File: src/rtl/pipeline_hazard_ctrl.sv
// Sequencing controller for the 5-stage WISC pipeline: tracks per-stage valid
// bits and resolves load-use, mispredict, memory-wait and HLT-drain conditions.
module pipeline_hazard_ctrl #(
    parameter int MAX_MEM_WAIT = 15
) (
    input  logic       clk,
    input  logic       rst,
    input  logic [3:0] id_src1,
    input  logic [3:0] id_src2,
    input  logic       id_uses_src1,
    input  logic       id_uses_src2,
    input  logic       id_halt,
    input  logic [3:0] ex_dst,
    input  logic       ex_mem_read,
    input  logic       ex_mispredict,
    input  logic       mem_req,
    input  logic       mem_ready,
    output logic       pc_we,
    output logic       if_id_we,
    output logic       if_id_flush,
    output logic       id_ex_we,
    output logic       id_ex_flush,
    output logic       ex_mem_we,
    output logic       mem_wb_we,
    output logic       stall,
    output logic [4:0] stage_valid,
    output logic [1:0] ctrl_state,
    output logic       halted,
    output logic       mem_timeout
);

    localparam logic [1:0] ST_RUN    = 2'd0;
    localparam logic [1:0] ST_DRAIN  = 2'd1;
    localparam logic [1:0] ST_HALTED = 2'd2;

    localparam logic [7:0] WAIT_LIMIT = 8'(MAX_MEM_WAIT);

    localparam int V_IF  = 0;
    localparam int V_ID  = 1;
    localparam int V_EX  = 2;
    localparam int V_MEM = 3;
    localparam int V_WB  = 4;

    logic [4:0] valid_reg, valid_next;
    logic [1:0] state_reg, state_next;
    logic [7:0] wait_cnt_reg, wait_cnt_next;
    logic       timeout_reg, timeout_next;

    logic [4:0] valid_shift;
    logic       in_run, in_drain, in_halted;
    logic       src1_hit, src2_hit;
    logic       mem_stall, load_use, mispredict, halt_enter;

    // Encoding 3 is unreachable; decoding bit 1 parks it in HALTED until reset.
    assign in_halted = state_reg[1];
    assign in_drain  = (state_reg == ST_DRAIN);
    assign in_run    = (state_reg == ST_RUN);

    // Plain advance toward WB; a new fetch enters IF only while running.
    assign valid_shift[V_IF] = in_run;
    genvar gi;
    generate
        for (gi = 1; gi < 5; gi++) begin : g_shift
            assign valid_shift[gi] = valid_reg[gi-1];
        end
    endgenerate

    assign src1_hit = id_uses_src1 && (id_src1 == ex_dst);
    assign src2_hit = id_uses_src2 && (id_src2 == ex_dst);

    assign mem_stall  = valid_reg[V_MEM] && mem_req && !mem_ready;
    assign load_use   = in_run && valid_reg[V_EX] && valid_reg[V_ID] && ex_mem_read
                        && (ex_dst != 4'd0) && (src1_hit || src2_hit);
    assign mispredict = in_run && valid_reg[V_EX] && ex_mispredict;
    assign halt_enter = in_run && id_halt && valid_reg[V_ID] && !mem_stall && !mispredict;

    always_comb begin
        pc_we       = 1'b0;
        if_id_we    = 1'b0;
        if_id_flush = 1'b0;
        id_ex_we    = 1'b0;
        id_ex_flush = 1'b0;
        ex_mem_we   = 1'b0;
        mem_wb_we   = 1'b0;
        stall       = 1'b0;
        valid_next  = valid_reg;
        state_next  = state_reg;

        if (in_halted) begin
            valid_next = 5'b00000;
        end else if (mem_stall) begin
            // Freeze everything up to MEM; WB receives a bubble.
            mem_wb_we        = 1'b1;
            stall            = 1'b1;
            valid_next[V_WB] = 1'b0;
        end else if (in_drain) begin
            id_ex_we    = 1'b1;
            id_ex_flush = 1'b1;
            ex_mem_we   = 1'b1;
            mem_wb_we   = 1'b1;
            valid_next  = valid_shift;
            if (valid_reg[V_WB:V_EX] == 3'b000)
                state_next = ST_HALTED;
        end else if (mispredict) begin
            pc_we       = 1'b1;
            if_id_we    = 1'b1;
            if_id_flush = 1'b1;
            id_ex_we    = 1'b1;
            id_ex_flush = 1'b1;
            ex_mem_we   = 1'b1;
            mem_wb_we   = 1'b1;
            valid_next  = {valid_reg[V_MEM], valid_reg[V_EX], 3'b001};
        end else if (halt_enter) begin
            // HLT is squashed on entry so it never reaches EX.
            if_id_we    = 1'b1;
            if_id_flush = 1'b1;
            id_ex_we    = 1'b1;
            id_ex_flush = 1'b1;
            ex_mem_we   = 1'b1;
            mem_wb_we   = 1'b1;
            valid_next  = {valid_reg[V_MEM], valid_reg[V_EX], 3'b000};
            state_next  = ST_DRAIN;
        end else if (load_use) begin
            id_ex_we    = 1'b1;
            id_ex_flush = 1'b1;
            ex_mem_we   = 1'b1;
            mem_wb_we   = 1'b1;
            stall       = 1'b1;
            valid_next  = {valid_reg[V_MEM], valid_reg[V_EX], 1'b0, valid_reg[V_ID:V_IF]};
        end else begin
            pc_we      = 1'b1;
            if_id_we   = 1'b1;
            id_ex_we   = 1'b1;
            ex_mem_we  = 1'b1;
            mem_wb_we  = 1'b1;
            valid_next = valid_shift;
        end
    end

    always_comb begin
        wait_cnt_next = 8'd0;
        timeout_next  = timeout_reg;
        if (mem_stall) begin
            wait_cnt_next = (wait_cnt_reg == WAIT_LIMIT) ? wait_cnt_reg : wait_cnt_reg + 8'd1;
            if (wait_cnt_reg >= WAIT_LIMIT - 8'd1)
                timeout_next = 1'b1;
        end
    end

    always_ff @(posedge clk) begin
        if (rst) begin
            valid_reg    <= 5'b00001;
            state_reg    <= ST_RUN;
            wait_cnt_reg <= 8'd0;
            timeout_reg  <= 1'b0;
        end else begin
            valid_reg    <= valid_next;
            state_reg    <= state_next;
            wait_cnt_reg <= wait_cnt_next;
            timeout_reg  <= timeout_next;
        end
    end

    assign stage_valid = valid_reg;
    assign ctrl_state  = state_reg;
    assign halted      = in_halted;
    assign mem_timeout = timeout_reg;

endmodule

File: config.mk
export PLATFORM = sky130hd
export DESIGN_NAME = pipeline_hazard_ctrl
export DESIGN_NICKNAME = d
export VERILOG_FILES = /design/src/rtl/pipeline_hazard_ctrl.sv
export SDC_FILE = /design/constraint.sdc
export NUM_CORES = 1
export LEC_CHECK = 0
export CAP_MARGIN = 15
export CELL_PAD_IN_SITES_DETAIL_PLACEMENT = 1
export CELL_PAD_IN_SITES_GLOBAL_PLACEMENT = 1
export CORE_UTILIZATION = 30
export CTS_BUF_LIST = sky130_fd_sc_hd__clkbuf_2 sky130_fd_sc_hd__clkbuf_4 sky130_fd_sc_hd__clkbuf_8
export DETAILED_ROUTE_END_ITERATION = 8
export PLACE_DENSITY = 0.8
export SETUP_SLACK_MARGIN = 0.2
export SYNTH_ARGS = -nofsm -noshare
export SYNTH_HDL_FRONTEND = slang
export SYNTH_SLANG_ARGS = --single-unit
File: constraint.sdc
create_clock -name clk -period 2.1 [get_ports clk]
set_input_delay 0.315 -clock clk [delete_from_list [all_inputs] [get_ports clk]]
set_output_delay 0.315 -clock clk [all_outputs]
set_load 0.01 [all_outputs]
# [Word level (Yosys, flattened, before mapping)]
# Index checks and enable logic that the tools add are counted.
[op_classes] addsub=1 order_cmp=1 eq_ne=9 mux=42 bitwise=2 reduce_logical=29
[op_table] cell="$mux W1" n=34
[op_table] cell="$logic_and A1 B1 Y1" n=14
[op_table] cell="$mux W3" n=4
[op_table] cell="$add A8 B1 Y8 const B" n=1
[op_table] cell="$eq A4 B4 Y1" n=2
[op_table] cell="$eq A8 B4 Y1 const B" n=1
[op_table] cell="$ge A8 B4 Y1 const B" n=1
[op_table] cell="$mux W2" n=4
[op_table] cell="$reduce_and A2 Y1" n=3
[op_table] cell="$ne A5 B3 Y1 const B" n=1
[op_table] cell="$reduce_and A5 Y1" n=1
[op_table] cell="$ne A2 B2 Y1 const B" n=2
[op_table] cell="$ne A4 B2 Y1 const B" n=1
[op_table] cell="$reduce_bool A4 Y1" n=1
[op_table] cell="$reduce_or A2 Y1" n=2
[op_table] cell="$logic_not A1 Y1" n=3
[op_table] cell="$logic_not A3 Y1" n=1
[op_table] cell="$reduce_or A3 Y1" n=1
[op_table] cell="$eq A2 B1 Y1 const B" n=1
[op_table] cell="$logic_not A2 Y1" n=1
[op_table] cell="$ne A2 B1 Y1 const B" n=1
[op_table] cell="$not A1 Y1" n=2
[op_table] cell="$reduce_bool A2 Y1" n=1
[op_table] cell="$logic_or A1 B1 Y1" n=1
[totals] register_bits=16 output_inout_bits=17 elab_cells=92

# [Longest topological paths before layout]
[logic_depth] depth_word=12 mapped_depth=7

# [Worst setup path before layout]
# OpenSTA, ideal clock, no wires.
[synth_path] path_type="flip-flop to output port" start="register state_reg[1], in the netlist ctrl_state[1]" end="output port pc_we" t_arrival_ps=1495 t_required_ps=1785 setup_slack_ps=290 path_stages_with_launch=7 path_buffers=1 cell_sequence="dfxtp_1 -> clkbuf_1 -> nor2_1 -> nand4_1 -> a211o_1 -> or2_0 -> and2_2"
[synth_between] elab_chain_len=12
[synth_lines] item="start: declaration" line="45" source="logic [1:0] state_reg, state_next;"
[synth_lines] item="start signal: assignment" line="158" source="state_reg <= state_next;"
[synth_lines] item="$logic_not A2 Y1" line="57" source="assign in_run = (state_reg == ST_RUN);"
[synth_lines] item="$logic_and A1 B1 Y1" line="72, 74"
[synth_lines] item="$logic_and A1 B1 Y1 (2 in series)" line="72" source="assign load_use = in_run && valid_reg[V_EX] && valid_reg[V_ID] && ex_mem_read"
[synth_lines] item="$logic_and A1 B1 Y1 (2 in series)" line="73" source="&& (ex_dst != 4'd0) && (src1_hit || src2_hit);"
[synth_lines] item="$mux W1" line="123" source="end else if (load_use) begin"
[synth_lines] item="$mux W1" line="113" source="end else if (halt_enter) begin"
[synth_lines] item="$mux W1" line="104" source="end else if (mispredict) begin"
[synth_lines] item="$mux W1" line="96" source="end else if (in_drain) begin"
[synth_lines] item="$mux W1" line="91" source="end else if (mem_stall) begin"
[synth_lines] item="$mux W1 *" line="89" source="if (in_halted) begin"
[synth_lines] item="end: declaration" line="18" source="output logic pc_we,"
# Mark *: on every way between the ends. The rest lies on a longest branch, timed or not.

# [Final worst setup path]
[layout_path] start="register valid_reg[1], in the netlist stage_valid[1]" end="output port pc_we"
[layout_between] elab_chain_len=10
[layout_lines] item="start: declaration" line="44" source="logic [4:0] valid_reg, valid_next;"
[layout_lines] item="start signal: assignment" line="157" source="valid_reg <= valid_next;"
[layout_lines] item="$logic_and A1 B1 Y1 (2 in series)" line="72"
[layout_lines] item="$logic_and A1 B1 Y1 (2 in series)" line="73"
[layout_lines] item="$mux W1" line="123"
[layout_lines] item="$mux W1 *" line="113"
[layout_lines] item="$mux W1 *" line="104"
[layout_lines] item="$mux W1 *" line="96"
[layout_lines] item="$mux W1 *" line="91"
[layout_lines] item="$mux W1 *" line="89"
# Marks and branches as above.

==> results.toml <==
[sta]
hold_violations = 0
post-route-worst-setup-slack_ns = 0.0516
slew_viol_final = 0
final.min_clock_period_ns = 2.05
fin_crit_sh_pct = 97.5
finalSetupTns_ns = 0
max_freq_mhz = 488
worst_pin_slew_ns = 0.336
fin_worst_skew_ns = 0.000741
rsz0062_at_grt = "true"
finalSetupViolations = 0
hold_ws_ns = 0.506
slew-limit-headroom_pct = 77.4

[routing]
drt-total-wl_um = 3360
drc = 0
dr.pass1.iters = 4
avgViaCountPerCell = 5.31
num_vias = 1046
first_iter_violations = 27
ant_nets = 0
wl_per_cell_um = 17.1

[status]
status = "completed"

[floorplanning]
fp.coreArea_um2 = 2760
io_pins = 38
die_x_um = 56.1
start_util_pct = 31.9
dieArea_um2 = 3150
rows = 19
die_h_um = 56.1

[critical_path]
cp_max_fo = 5
r2r_slack_ns = 0.25
end_kind = "output port"
rr_endpoint = "stage_valid[0]"
crit_type = "flop to output port"
crit_arrival_ns = 1.73
reg2reg_from = "stage_valid[1]"
endpoint = "pc_we"
worstPathRequired_ns = 1.78
reg2reg_depth = 6
worstSetupStartpoint = "stage_valid[1]"
crit_path_start_kind = "flop"

[place]
dp_hpwl_um = 2230
gp_congestion = 0.894
portBuffers = 37
post-place-ws_ns = -0.751
placed_area_um2 = 1370

[final_layout]
fillers = 348
largest_reg_flops = 8
nNetsFinal = 190
area_delta_synth_final_pct = 69.9
drive_above_1_share_pct = 31.9
n_antenna_cell = 0
final_area_um2 = 1490

[pwr]
max-vdd-ir-drop_v = 0.000477
power_density_nw_per_um2 = 695
p_total_w = 0.00104
p_sw_w = 0.000344
leakage_nw = 0.612
pwr-share-comb_pct = 45.5
power_frac_clock_pct = 20.4
switching_share_pct = 33.2
p_int_w = 0.000694
seqPwrFrac_pct = 34.1

[clock_tree]
hold_buffers = 0
cts.path.max_buffers = 2
cts_root_buf = "clkbuf_4"
clock_latency_ns = 0.29
cts_buffers = 3
clock-sinks = 16
h-tree-depth = 1
clk_pin_slew_ns = 0.10
cts_tree = "done"

[yosys]
avgSynthCellArea_um2 = 8.06
syn-instance-count = 109
async_reset_ff_share_pct = 0
ys.flop_type = "dfxtp_1"
synth_commonest_cells = "16 x dfxtp_1, 16 x nor2_1, 9 x nand2_1, 8 x xor2_1"
netlist_area_um2 = 878
yosys.area.top_type = "dfxtp_1"
yosys_register_bits = 16
synth_nets = 132
ys_types = 33
synth_top_area_share_pct = 36.5
ys_warn_count = 0
synth_edf_count = 0
synth_area_leaders = "dfxtp_1 36%, xor2_1 8.0%, nor2_1 6.8%"
ys_seq_area_share_pct = 36.5

[global_routing]
grt_pass1_vias = 1092
grt_max_degree = 11
grt_pass1_wl_um = 5110
overflow = 0
grt_antenna_before_repair = 0
grt_usage_pct = 20.9

[min_path]
min-delay-start = "mem_timeout"
hp-class = "flop to flop"

[flow_run]
cap_viol_max_count = 0
-- worst max-delay path: stages, from the launching register on --
cell     delay (ns)
dfxtp_1        0.47
nand4_1        0.13
a211o_1        0.33
or2_1          0.24
and2_4         0.17
buf_6          0.11
-- kinds of logic after synthesis --
logic type / after synthesis / share of synthesized area [%]
simple gates: 52 / 29.2
compound gates: 19 / 14.7
flops: 16 / 36.5
xor+xnor: 13 / 13.0
buf+inv: 7 / 3.85
fa+ha+maj: 2 / 2.85
-- power by group through the flow --
| stage | logic (W) | clock network [W] | registers (W) |
|---|---|---|---|
| finish | 0.000472 | 0.000212 | 0.000354 |
| global route | 0.000502 | 0.000235 | 0.000357 |
| CTS | 0.000417 | 0.000215 | 0.000350 |
| detailed placement | 0.000394 | 0 | 0.000353 |
| global placement | 0.000387 | 0 | 0.000352 |
| floorplan | 0.000142 | 0 | 0.000364 |
-- area by class of cell --
class                      count  area [um2]  area share, %
clock buffer                   4        36.3           2.43
inverter                       2        7.51          0.503
multi-input combinational     86         589           39.5
sequential                    16         324           21.7
tap                           31        38.8           2.60
timing repair buffer          58         497           33.3
-- placed cells by master, fill, tap and decap left out, types with 2 or more instances in the layout --
master	n
buf_4	18
clkdlybuf4s50_1	16
nor2_1	14
dfxtp_1	13
nand2_1	8
buf_2	8
buf_6	8
dlygate4sd2_1	7
xor2_1	6
xnor2_1	5
nand3_1	4
nand4_1	4
o21a_1	4
nor3_1	3
nor4_1	3
a31oi_1	3
a21oi_1	3
clkbuf_4	3
dfxtp_2	3
inv_1	2
or2_4	2
nor2_4	2
xor2_2	2
ha_1	2
-- through the flow --
step | util [%] | std cells
floorplan | - | 109
global placement | 49.8 | 187
detailed placement | 49.8 | 187
CTS | 52.3 | 195
global route | 54.1 | 197
finish | 54.1 | 197
-- metal layers --
| metal | part of all wire [%] | GRT usage [%] | vias up |
|---|---|---|---|
| li1 | - | - | 493 |
| met1 | 41 | 24.1 | 523 |
| met2 | 55 | 39.3 | 26 |
| met3 | 2.9 | 3.49 | 4 |
| met4 | 0.71 | 5.57 | 0 |
| met5 | 0 | 0 | - |
-- worst min path at each step --
stage               endpoint  slack [ns]  cells past startpoint
6_report         mem_timeout        0.51                      2
3_5_place_dp     mem_timeout        0.47                      2
4_1_cts          mem_timeout        0.52                      2
2_1_floorplan  ctrl_state[1]        0.39                      1
3_3_place_gp     mem_timeout        0.48                      2
5_1_grt          mem_timeout        0.58                      2
-- repair_timing --
item                       CTS  global route
pin swaps                   20             6
setup endpoints to repair    9             5
resized for setup           81            10
buffers inserted             4             2
Note: power is estimated with default switching activity, not from simulation.
